### config.mk
export PLATFORM = sky130hd
export DESIGN_NAME = surf_sram_arbiter
export DESIGN_NICKNAME = d
export VERILOG_FILES = /design/src/rtl/surf_sram_arbiter.sv
export SDC_FILE = /design/constraint.sdc
export NUM_CORES = 1
export LEC_CHECK = 0
export ABC_AREA = 0
export CAP_MARGIN = 5
export CORE_MARGIN = 2
export CORE_UTILIZATION = 30
export DETAILED_ROUTE_END_ITERATION = 8
export PLACE_DENSITY = 0.85
export SETUP_SLACK_MARGIN = 0.1
export SLEW_MARGIN = 20
export SYNTH_ARGS = -nofsm -noshare
export SYNTH_HDL_FRONTEND = slang
export SYNTH_SLANG_ARGS = --single-unit
### constraint.sdc
create_clock -name Clk -period 4.53 [get_ports Clk]
set_clock_uncertainty 0.1 [all_clocks]
set_input_delay 0.906 -clock Clk [delete_from_list [all_inputs] [get_ports Clk]]
set_output_delay 0.906 -clock Clk [all_outputs]
set_load 0.02 [all_outputs]
### src/rtl/surf_sram_arbiter.sv
// rtl/surf_sram_arbiter.sv - two-requester round-robin arbiter with bounded bursts for one SRAM port
// Core (C) and host (H) share port A; read data returns to the owner one cycle after the access.
module surf_sram_arbiter #(
  parameter int A_WIDTH   = 17,
  parameter int D_WIDTH   = 16,
  parameter int MAX_BURST = 16
) (
  input  logic               Clk,
  input  logic               Rst,
  input  logic               C_Req,
  input  logic               C_Wr,
  input  logic [A_WIDTH-1:0] C_Addr,
  input  logic [D_WIDTH-1:0] C_WData,
  output logic               C_Gnt,
  output logic               C_RValid,
  output logic [D_WIDTH-1:0] C_RData,
  input  logic               H_Req,
  input  logic               H_Wr,
  input  logic [A_WIDTH-1:0] H_Addr,
  input  logic [D_WIDTH-1:0] H_WData,
  output logic               H_Gnt,
  output logic               H_RValid,
  output logic [D_WIDTH-1:0] H_RData,
  output logic [A_WIDTH-1:0] M_Addr,
  output logic [D_WIDTH-1:0] M_Di,
  output logic               M_En,
  output logic               M_We,
  input  logic [D_WIDTH-1:0] M_Do
);

  localparam int CW = $clog2(MAX_BURST) + 1;
  localparam logic [CW-1:0] MAX_CNT = CW'(MAX_BURST);

  typedef enum logic [1:0] {IDLE, OWN_C, OWN_H} state_t;

  state_t        state, state_nxt;
  logic [CW-1:0] cnt, cnt_nxt, cnt_inc;
  logic          last_h, last_h_nxt;
  logic          c_acc, h_acc;
  logic          rd_c, rd_h;

  assign c_acc   = (state == OWN_C) && C_Req;
  assign h_acc   = (state == OWN_H) && H_Req;
  assign cnt_inc = (cnt == MAX_CNT) ? cnt : cnt + 1'b1;

  always_comb begin
    M_En   = 1'b0;
    M_We   = 1'b0;
    M_Addr = '0;
    M_Di   = '0;
    if (c_acc) begin
      M_En   = 1'b1;
      M_We   = C_Wr;
      M_Addr = C_Addr;
      M_Di   = C_WData;
    end else if (h_acc) begin
      M_En   = 1'b1;
      M_We   = H_Wr;
      M_Addr = H_Addr;
      M_Di   = H_WData;
    end
  end

  always_comb begin
    state_nxt  = state;
    cnt_nxt    = cnt;
    last_h_nxt = last_h;
    case (state)
      IDLE: begin
        // On a tie the requester that did not own the port last goes first.
        if (C_Req && (!H_Req || last_h)) state_nxt = OWN_C;
        else if (H_Req)                  state_nxt = OWN_H;
      end
      OWN_C: begin
        if (!C_Req) begin
          state_nxt = H_Req ? OWN_H : IDLE;
        end else begin
          cnt_nxt = cnt_inc;
          if (H_Req && (cnt_inc == MAX_CNT)) state_nxt = OWN_H;
        end
      end
      OWN_H: begin
        if (!H_Req) begin
          state_nxt = C_Req ? OWN_C : IDLE;
        end else begin
          cnt_nxt = cnt_inc;
          if (C_Req && (cnt_inc == MAX_CNT)) state_nxt = OWN_C;
        end
      end
      default: state_nxt = IDLE;
    endcase
    if (state_nxt != state) begin
      cnt_nxt = '0;
      if (state == OWN_C)      last_h_nxt = 1'b0;
      else if (state == OWN_H) last_h_nxt = 1'b1;
    end
  end

  always_ff @(posedge Clk or posedge Rst) begin
    if (Rst) begin
      state  <= IDLE;
      cnt    <= '0;
      last_h <= 1'b1;
      rd_c   <= 1'b0;
      rd_h   <= 1'b0;
    end else begin
      state  <= state_nxt;
      cnt    <= cnt_nxt;
      last_h <= last_h_nxt;
      rd_c   <= c_acc && !C_Wr;
      rd_h   <= h_acc && !H_Wr;
    end
  end

  // Pending-read flags are tagged per requester, so a read issued just before a switch still returns to its issuer.
  assign C_Gnt    = (state == OWN_C);
  assign H_Gnt    = (state == OWN_H);
  assign C_RValid = rd_c;
  assign H_RValid = rd_h;
  assign C_RData  = rd_c ? M_Do : '0;
  assign H_RData  = rd_h ? M_Do : '0;

endmodule

; After elaboration in Yosys (flattened, before gate mapping)
; Cells that the tools add are included.
[word_totals]
reg_bits = 10
inputBits = 88
out_inout_bits = 71
wordCells = 55
[op_classes]
n_addsub = 1
n_eq_ne = 7
mux = 26
reduce_logical = 16
[ops]
columns = op, n
row1 = $mux 16, 4
row2 = $mux 17, 2
row3 = $mux 5, 4
row4 = $mux 2, 7
row5 = $eq 5x5->1 const B, 2
row6 = $pmux 5 s2, 1
row7 = $logic_and 1x1->1, 7
row8 = $mux 1, 7
row9 = $ne 3x2->1 const B, 2
row10 = $pmux 2 s3, 1
row11 = $add 5x1->5 const B, 1
row12 = $logic_not 1->1, 3
row13 = $reduce_and 3->1, 1
row14 = $reduce_bool 3->1, 1
row15 = $eq 2x1->1 const B, 1
row16 = $eq 2x2->1 const B, 1
row17 = $logic_not 2->1, 1
row18 = $ne 2x2->1, 1
row19 = $reduce_and 2->1, 1
row20 = $reduce_bool 2->1, 1
row21 = $logic_or 1x1->1, 1

; Depth between registers and ports, before layout
[logic_depth]
ltp_word = 10
mapped_depth = 9
depth_no_buf = 9

; Worst setup path after synthesis
; OpenSTA, ideal clock, no wires.
[synth_path]
path_type = input port to output port
startpoint = in C_Req
endpoint = out M_Addr[10]
t_arrival_ps = 2168
required_time_ps = 3524
setup_slack_ps = 1356
path_stages = 6
path_buffers = 2
path_cell_list = clkbuf_1 > inv_1 > nor2_1 > nor2_1 > clkbuf_1 > a22o_1
[synth_via]
elab_chain_len = 2
[synth_rtl]
columns = item, line
row1 = "start, declared", 10  ; input logic C_Req,
row2 = $logic_and 1x1->1, 42  ; assign c_acc = (state == OWN_C) && C_Req;
row3 = $mux 17, 51  ; if (c_acc) begin
row4 = "end, declared", 24  ; output logic [A_WIDTH-1:0] M_Addr,
; Every way passes these cells.

; Worst setup path in the final report
[layout_path]
startpoint = in C_Req
endpoint = out M_Di[10]
[layout_via]
elab_chain_len = 2
[layout_rtl]
columns = item, line
row1 = $logic_and 1x1->1, 42
row2 = $mux 16, 51
row3 = "end, declared", 25  ; output logic [D_WIDTH-1:0] M_Di,
; Every way passes these cells.

==> metrics <==
clk sink count 10; Slew headroom 64.9%; worst reg2reg setup slack 1820 ps; Max Cap Viol 0; Gate Count Post-Synth 179; number of enable flip-flop cells after synthesis 0; R2R Path End cnt[4]; WL per Instance 15.0 um; Fin Setup TNS 0 ps; RSZ-0062 raised after global routing no; # DRC 0; drt pass-1 iters 4; number of diodes 0; core area 4350 um^2; post-synth cell types 36; hold_ws 504 ps; CP required 3520 ps; layout filler cell count 372; Layout area overhead 124%; post-route ant nets 0; vias 1940; Max Slew Vio Count 0; RD Place Congestion 0.829; number of synthesis warnings 0; initial antenna violation count 0; Initial Util 31.2%; final worst-path cycle share 88.3%; Main synth FF type dfrtp_1; Overflow after GRT 0; CP Cell Sequence clkdlybuf4s50_1 > inv_1 > nor2_2 > buf_4 > a22o_1 > clkdlybuf4s50_1; min-delay src cnt[1]; fmax 250 MHz; met3 Use GR 6.47%; number of port buffers 158; worst-margin pin slew 523 ps; TritonCTS clock tree done; slowest cell delay on critical path 630 ps; chip width 71.3 um; Hold WC Path Type reg2reg; total power 1.06 mW; Post-Syn Area 1360 um^2; TritonCTS Buffers 3; FF-to-FF Start cnt[0]; LEAKAGE 1.23 nW; Synth async-reset ratio 100%; clock buffer depth 2; Total GRT Usage 21.0%; CP max-delay cell clkdlybuf4s50_1; Seq/Total Area, Yosys 18.5%; CP Class in2out; Hold Fails Final Rpt 0; GRT busiest layer met2; Synthesized Nets 273; I/O pins 159; Synth Area per Inst 7.60 um^2; Seq cells post-synth 10; status finished clean; Final Critical Period 4000 ps; clk_lat worst skew 230 ps; length in cells of the worst reg-to-reg path 9; DIE AREA 5090 um^2; die height 71.3 um; largest net degree at the start of global routing 35; share of layout cells above drive strength 1 4.52%; commonest non-fill, non-tap cell in the layout clkdlybuf4s50_1; hpwl dp 4.93 mm; Data arrival, critical path 2990 ps; # H-tree levels 1; Vias/cell 5.05; initial DRC count 69; worst-path maximum fanout 26; most frequent cells in the layout clkdlybuf4s50_1 (158), a22o_1 (34), and2_1 (32); Most common cell on crit path clkdlybuf4s50_1; Pwr Density 348 nW/um^2; vias in the first global route 1872; clock root cell clkbuf_8; hold-fix buffers at CTS 0; met1 GRT Util 22.5%; first-pass GRT wire length 8.75 mm; met2 GRT Util 40.7%; Post-Route WL 5.76 mm; hold path depth 2; crit path launch type input pin; final setup vio count 0; Hold EP cnt[1]; post-CTS sizing 0; fin area 3040 um^2; NumNets Final 427; clock-pin slew on the worst setup and hold paths 50 ps; maximum VDD drop 194 uV; dpl cell area 2990 um^2; CP endpoint kind output pin; Rows 24; Post-CTS Setup Bufs 0
==> cell usage after synthesis, types with 3 or more instances <==
master / count / area (um^2)
a22o_1: 34 / 298
and2_1: 32 / 200
dfrtp_1: 9 / 225
nor2b_1: 3 / 18.8
a21oi_1: 5 / 25.0
clkbuf_1: 10 / 37.5
ha_1: 6 / 75.1
inv_1: 10 / 37.5
nand2_1: 10 / 37.5
nand3_1: 5 / 25.0
o21ai_0: 6 / 30.0
nor2_1: 17 / 63.8
==> critical path, delay by kind of cell <==
family | cells | cell delay [ps]
buf+inv | 4 | 1530
simple gates | 1 | 350
compound gates | 1 | 190
==> cell type report <==
class	instances	area (um^2)	area share, %
tap	52	65.1	2.14
inverter	10	37.5	1.23
sequential	10	251	8.27
clock buffer	4	55.1	1.81
multi-input combinational	147	1030	33.8
timing repair buffer	161	1600	52.7
==> power breakdown <==
| group | internal (mW) | total, mW | leakage [nW] | switching, mW |
|---|---|---|---|---|
| Combinational | 0.399 | 0.801 | 1.07 | 0.402 |
| Clock | 0.0763 | 0.111 | 0.0288 | 0.0342 |
| Sequential | 0.113 | 0.146 | 0.133 | 0.0332 |
==> worst max-delay path by stage <==
stage | from | slack (ps) | endpoint
detailed placement | C_Req | 530 | M_Di[12]
floorplan | C_Req | 1360 | M_Addr[10]
global placement | C_Req | 550 | M_Di[10]
finish | C_Req | 530 | M_Di[10]
global route | C_Req | 390 | M_Di[10]
CTS | C_Req | 530 | M_Di[12]
==> per-stage QoR <==
step,utilization (%),worst slack (ps),std cells
after global routing,69.9,387,384
final,69.9,529,384
after floorplan,-,1360,179
after global placement,68.6,553,380
after CTS,69.9,528,384
after detailed placement,68.6,528,380
==> flip-flops by register name, indices dropped and copies added (netlist names) <==
name / count
cnt: 5
C_RValid: 1
state: 2
H_RValid: 1
last_h: 1
==> layer usage <==
metal	vias to the layer above	routed length, um	part of all wire, %
met5	-	0	0
met4	0	99	1.7
met3	8	487	8.5
met2	95	3100	54
met1	888	2070	36
li1	949	-	-
==> cell families (layout without fill, tap and decap cells) <==
family,after synthesis,count (layout),synth area share (%)
xor+xnor,4,4,2.58
buf+inv,22,175,6.26
simple gates,78,78,31.7
flops,10,10,18.5
mux,3,3,2.30
compound gates,56,56,33.1
fa+ha+maj,6,6,5.52
Power figures use the tool's default switching activity.
==> variant 1 (config.mk and constraints unchanged) <==
Set the parameter `MAX_BURST` to 32 (it was 16).
--- a/src/rtl/surf_sram_arbiter.sv
+++ b/src/rtl/surf_sram_arbiter.sv
@@ -4,5 +4,5 @@
   parameter int A_WIDTH   = 17,
   parameter int D_WIDTH   = 16,
-  parameter int MAX_BURST = 16
+  parameter int MAX_BURST = 32
 ) (
   input  logic               Clk,
Formal check against the unedited RTL: no difference found for any inputs over 10 cycles, from zero or initial values and one cycle with Rst high; that may be too few to reach the edited logic, so the function may still have changed.
==> variant 1 against the original RTL <==
Largest power group unchanged. Synthesized cell count grew 3.9%. Cell area is 3.8% higher. Worst setup slack got worse by 0.094 ns. Sequential cell count up 1. Total power grew 7.1%. Routed wire length rose by 9.3%. Synthesized area grew 8.6%. Hold slack improved by 0.015 ns. Global-route usage grew 0.47 points. Sequential share of layout area increased by 0.49 points. Highest routed layer unchanged.
==> variant 1: results (changes against the original RTL) <==
initial antenna violation count 0 (unchanged); clock sink count 11 (was 10); drt initial violations 72 (was 69); post-synth cell types 45 (was 36); Largest regs cnt (6), state (2) (was cnt (5), state (2)); power per cell area 359 mW/mm^2 (was 348 mW/mm^2); ys flop type dfrtp_1 (unchanged); LEAKAGE 1.23 nW (about the same); HPWL after DPL 5200 microns (was 4930 microns); multi-input combinational cell count 154 (was 147); final WL 6300 microns (was 5760 microns); FF/Latch Area 277 sq um (was 251 sq um); first-pass GRT wire length 9260 microns (was 8750 microns); Sequential Power 0.169 mW (was 0.146 mW); Total Routing Usage GR 21.4% (was 21.0%); post-synthesis sequential area ratio 18.7% (was 18.5%); met2 routed WL 3110 microns (was 3100 microns); Pre-Repair DR Iteration Count 4 (unchanged); Worst VDD drop 336 uV (was 194 uV); routability congestion estimate 0.945 (was 0.829); main area contributors after synthesis a22o_1, dfrtp_1, and2_1 (unchanged); vias in the first global route 1806 (was 1872); pin count of the biggest net entering global routing 35 (unchanged); Synth top cells by count a22o_1, and2_1, nor2_1 (unchanged); post-synth top area share 20.2% (was 21.9%); dpl cells 402 (was 380); Clock Network Area Fraction 1.43% (was 1.81%); total number of vias 1993 (was 1940); max incr delay on CP 0.68 ns (was 0.63 ns); layout cells sized above 1 5.31% (was 4.52%); R2R cell count 8 (was 9); met1 wire length 2570 microns (was 2070 microns); yosys warns 0 (unchanged); Int Pwr 0.615 mW (was 0.589 mW); clock power share 8.5% (was 10.5%); global-route met3 utilization 5.69% (was 6.47%); dpl cell area 0.00311 sq mm (was 0.00299 sq mm); setup slack at placement 0.440 ns (was 0.528 ns); ant diodes 0 (unchanged); Worst Path Max Fanout 34 (was 26); # clk buffers 4 (unchanged); Worst-Margin Slew 0.498 ns (was 0.523 ns); Worst-Skew Late Latency 0.24 ns; inverter count 9 (was 10); multi-input logic area 0.00111 sq mm (was 0.00103 sq mm); core area 0.00472 sq mm (was 0.00435 sq mm); drt wl/cell 15.5 microns (was 15.0 microns); # fillers 403 (was 372); Non-clock buffering overhead 50.8% (was 52.7%); met1 Resource Use GR 28.6% (was 22.5%); DRC violations left 0 (unchanged); synthesized net count 280 (was 273); Mean Syn Cell Area 7.94 sq um (was 7.60 sq um); routed wl met3 602 microns (was 487 microns); multi-input gate share of total cell area 35.3% (was 33.8%); # nets final 434 (was 427); outcome complete, no violations (unchanged); H-tree Lvls 1 (unchanged); GR Util met2 36.2% (was 40.7%)
## variant 1: changes by cell type in the layout (fill, tap and decap cells not counted), sizes merged, moves of 2 or more
| cell | unedited run | this run |
|---|---|---|
| a31oi | 0 | 4 |
| o21bai | 0 | 2 |
| nor2b | 3 | 1 |
| a21oi | 5 | 3 |
| nor3 | 2 | 4 |
| nand2 | 10 | 6 |
| o2bb2ai | 0 | 2 |
| a211o | 2 | 0 |
| and2 | 32 | 34 |
## variant 1: logic make-up after synthesis
group	Yosys count	synth area share [%]
fa+ha+maj	6	5.08
buf+inv	21	6.01
flops	11	18.7
compound gates	63	36.3
simple gates	78	29.6
mux	1	0.677
xor+xnor	6	3.56
## variant 1: path summary, 6_finish.rpt
kind | start | endpoint | slack (ns)
worst max-delay path | H_Req | M_Addr[8] | 0.44
worst min register to register | cnt[4] | cnt[4] | 0.52
worst max register to register | state[0] | last_h | 2.01
worst min-delay path | cnt[4] | cnt[4] | 0.52
max in group asynchronous | Rst | last_h | 3.15
min in group asynchronous | Rst | cnt[3] | 0.86
==> variant 2 (same flow settings) <==
Without the edit above. Reset style: synchronous (`Rst`), changed in one clocked block.
--- a/src/rtl/surf_sram_arbiter.sv
+++ b/src/rtl/surf_sram_arbiter.sv
@@ -97,5 +97,5 @@
   end
 
-  always_ff @(posedge Clk or posedge Rst) begin
+  always_ff @(posedge Clk) begin
     if (Rst) begin
       state  <= IDLE;
Behaviour: differs if Rst is asserted again (counterexample within 4 cycles, from zero or initial values and one cycle with Rst high); with Rst held inactive, the same outputs for 10 cycles.
==> variant 2 against the original RTL <==
Cell area rose by 2.0%. Routed wire length rose by 3.7%. Register-to-register slack improved by 0.47 ns. Critical path type unchanged. Die area rose by 5.0%. Critical path depth did not move. Hold slack got worse by 0.035 ns. Final cell count rose by 2.6%. Worst setup slack improved by 0.16 ns. Sequential cell count did not move. Synthesized area rose by 5.2%.
Power is not compared: it rests on default switching activity, and its combinational part moved more than twofold at a synthesized area within 25%.
==> variant 2: results (changes against the original RTL) <==
outcome complete, no violations (unchanged); xor/xnor cell area share of the yosys netlist 2.45% (was 2.58%); Hold EP cnt[1] (unchanged); drt initial violations 123 (was 69); vias in the first global route 1881 (was 1872); post-synth cell types 46 (was 36); Rel. slew slack 66.8% (was 64.9%); post-synthesis sequential area ratio 14.0% (was 18.5%); Synth async-reset ratio 0% (was 100%); worst reg2reg path startpoint state[0] (was cnt[0]); first-pass GRT wire length 8980 microns (was 8750 microns); hold path startpoint cnt[1] (unchanged); complex-gate fraction of the synthesized area 37.1% (was 33.1%); main area contributors after synthesis a22o_1, and2_1, dfxtp_1 (was a22o_1, dfrtp_1, and2_1); R2R cell count 8 (was 9); Worst Path Max Fanout 34 (was 26); post-synthesis adder-cell area fraction 5.24% (was 5.52%); total number of vias 2050 (was 1940); dpl cells 390 (was 380); ys flop type dfxtp_1 (was dfrtp_1); routability congestion estimate 0.847 (was 0.829); arrival time worst endpoint 2.83 ns (was 2.99 ns); synthesized netlist cell count 186 (was 179); R2R Setup Slk 2.29 ns (was 1.82 ns); layout cells sized above 1 6.47% (was 4.52%)
[variant 2: worst max path at each step]
stage,cells after the start,startpoint,to,slack [ns]
5_1_grt,6,H_Req,M_Di[8],0.62
4_1_cts,6,H_Req,M_Di[8],0.72
3_5_place_dp,6,H_Req,M_Di[8],0.72
2_1_floorplan,6,C_Req,M_Addr[10],1.44
6_report,6,H_Req,M_Di[8],0.69
3_3_place_gp,6,H_Req,M_Di[6],0.74
[variant 2: tightest hold or removal path, stage by stage, from the launching register on]
cell     delay (ns)
dfxtp_1        0.34
mux2i_1        0.13
nor3_1         0.05
[variant 2: layout make-up]
class	instances	share of cell area [%]
tap	54	2.18
multi-input combinational	157	36.7
inverter	6	0.726
sequential	10	6.45
clock buffer	4	1.77
timing repair buffer	163	52.2
[variant 2: layer usage]
metal / vias to the layer above / global-route usage [%]
li1: 1007 / -
met1: 938 / 25.9
met2: 103 / 38.3
met3: 2 / 3.04
met4: 0 / 3.70
met5: - / 0
[variant 2: cells by family after synthesis]
kind of cell             count (synthesis)
AND/OR/NAND/NOR                         81
AO/OA/AOI/OAI                           65
buffers and inverters                   19
flip-flops                              10
adder cells (fa/ha/maj)                  6
XOR/XNOR                                 4
multiplexers                             1
[variant 2: per-stage QoR]
step | cell area [sq um] | worst slack (ns) | hold WS, ns
floorplan | 1430 | 1.44 | 0.435
global placement | 3050 | 0.742 | 0.457
detailed placement | 3050 | 0.722 | 0.467
CTS | 3100 | 0.722 | 0.472
global route | 3100 | 0.618 | 0.499
finish | 3100 | 0.693 | 0.469
[variant 2: power groups by stage]
stage	combinational (mW)	clock, mW	sequential (mW)
final	0.230	0.111	0.0978
after global routing	0.246	0.115	0.0988
after CTS	0.230	0.112	0.0979
after detailed placement	0.229	0	0.0996
after global placement	0.226	0	0.0993
after floorplan	0.0990	0	0.0977
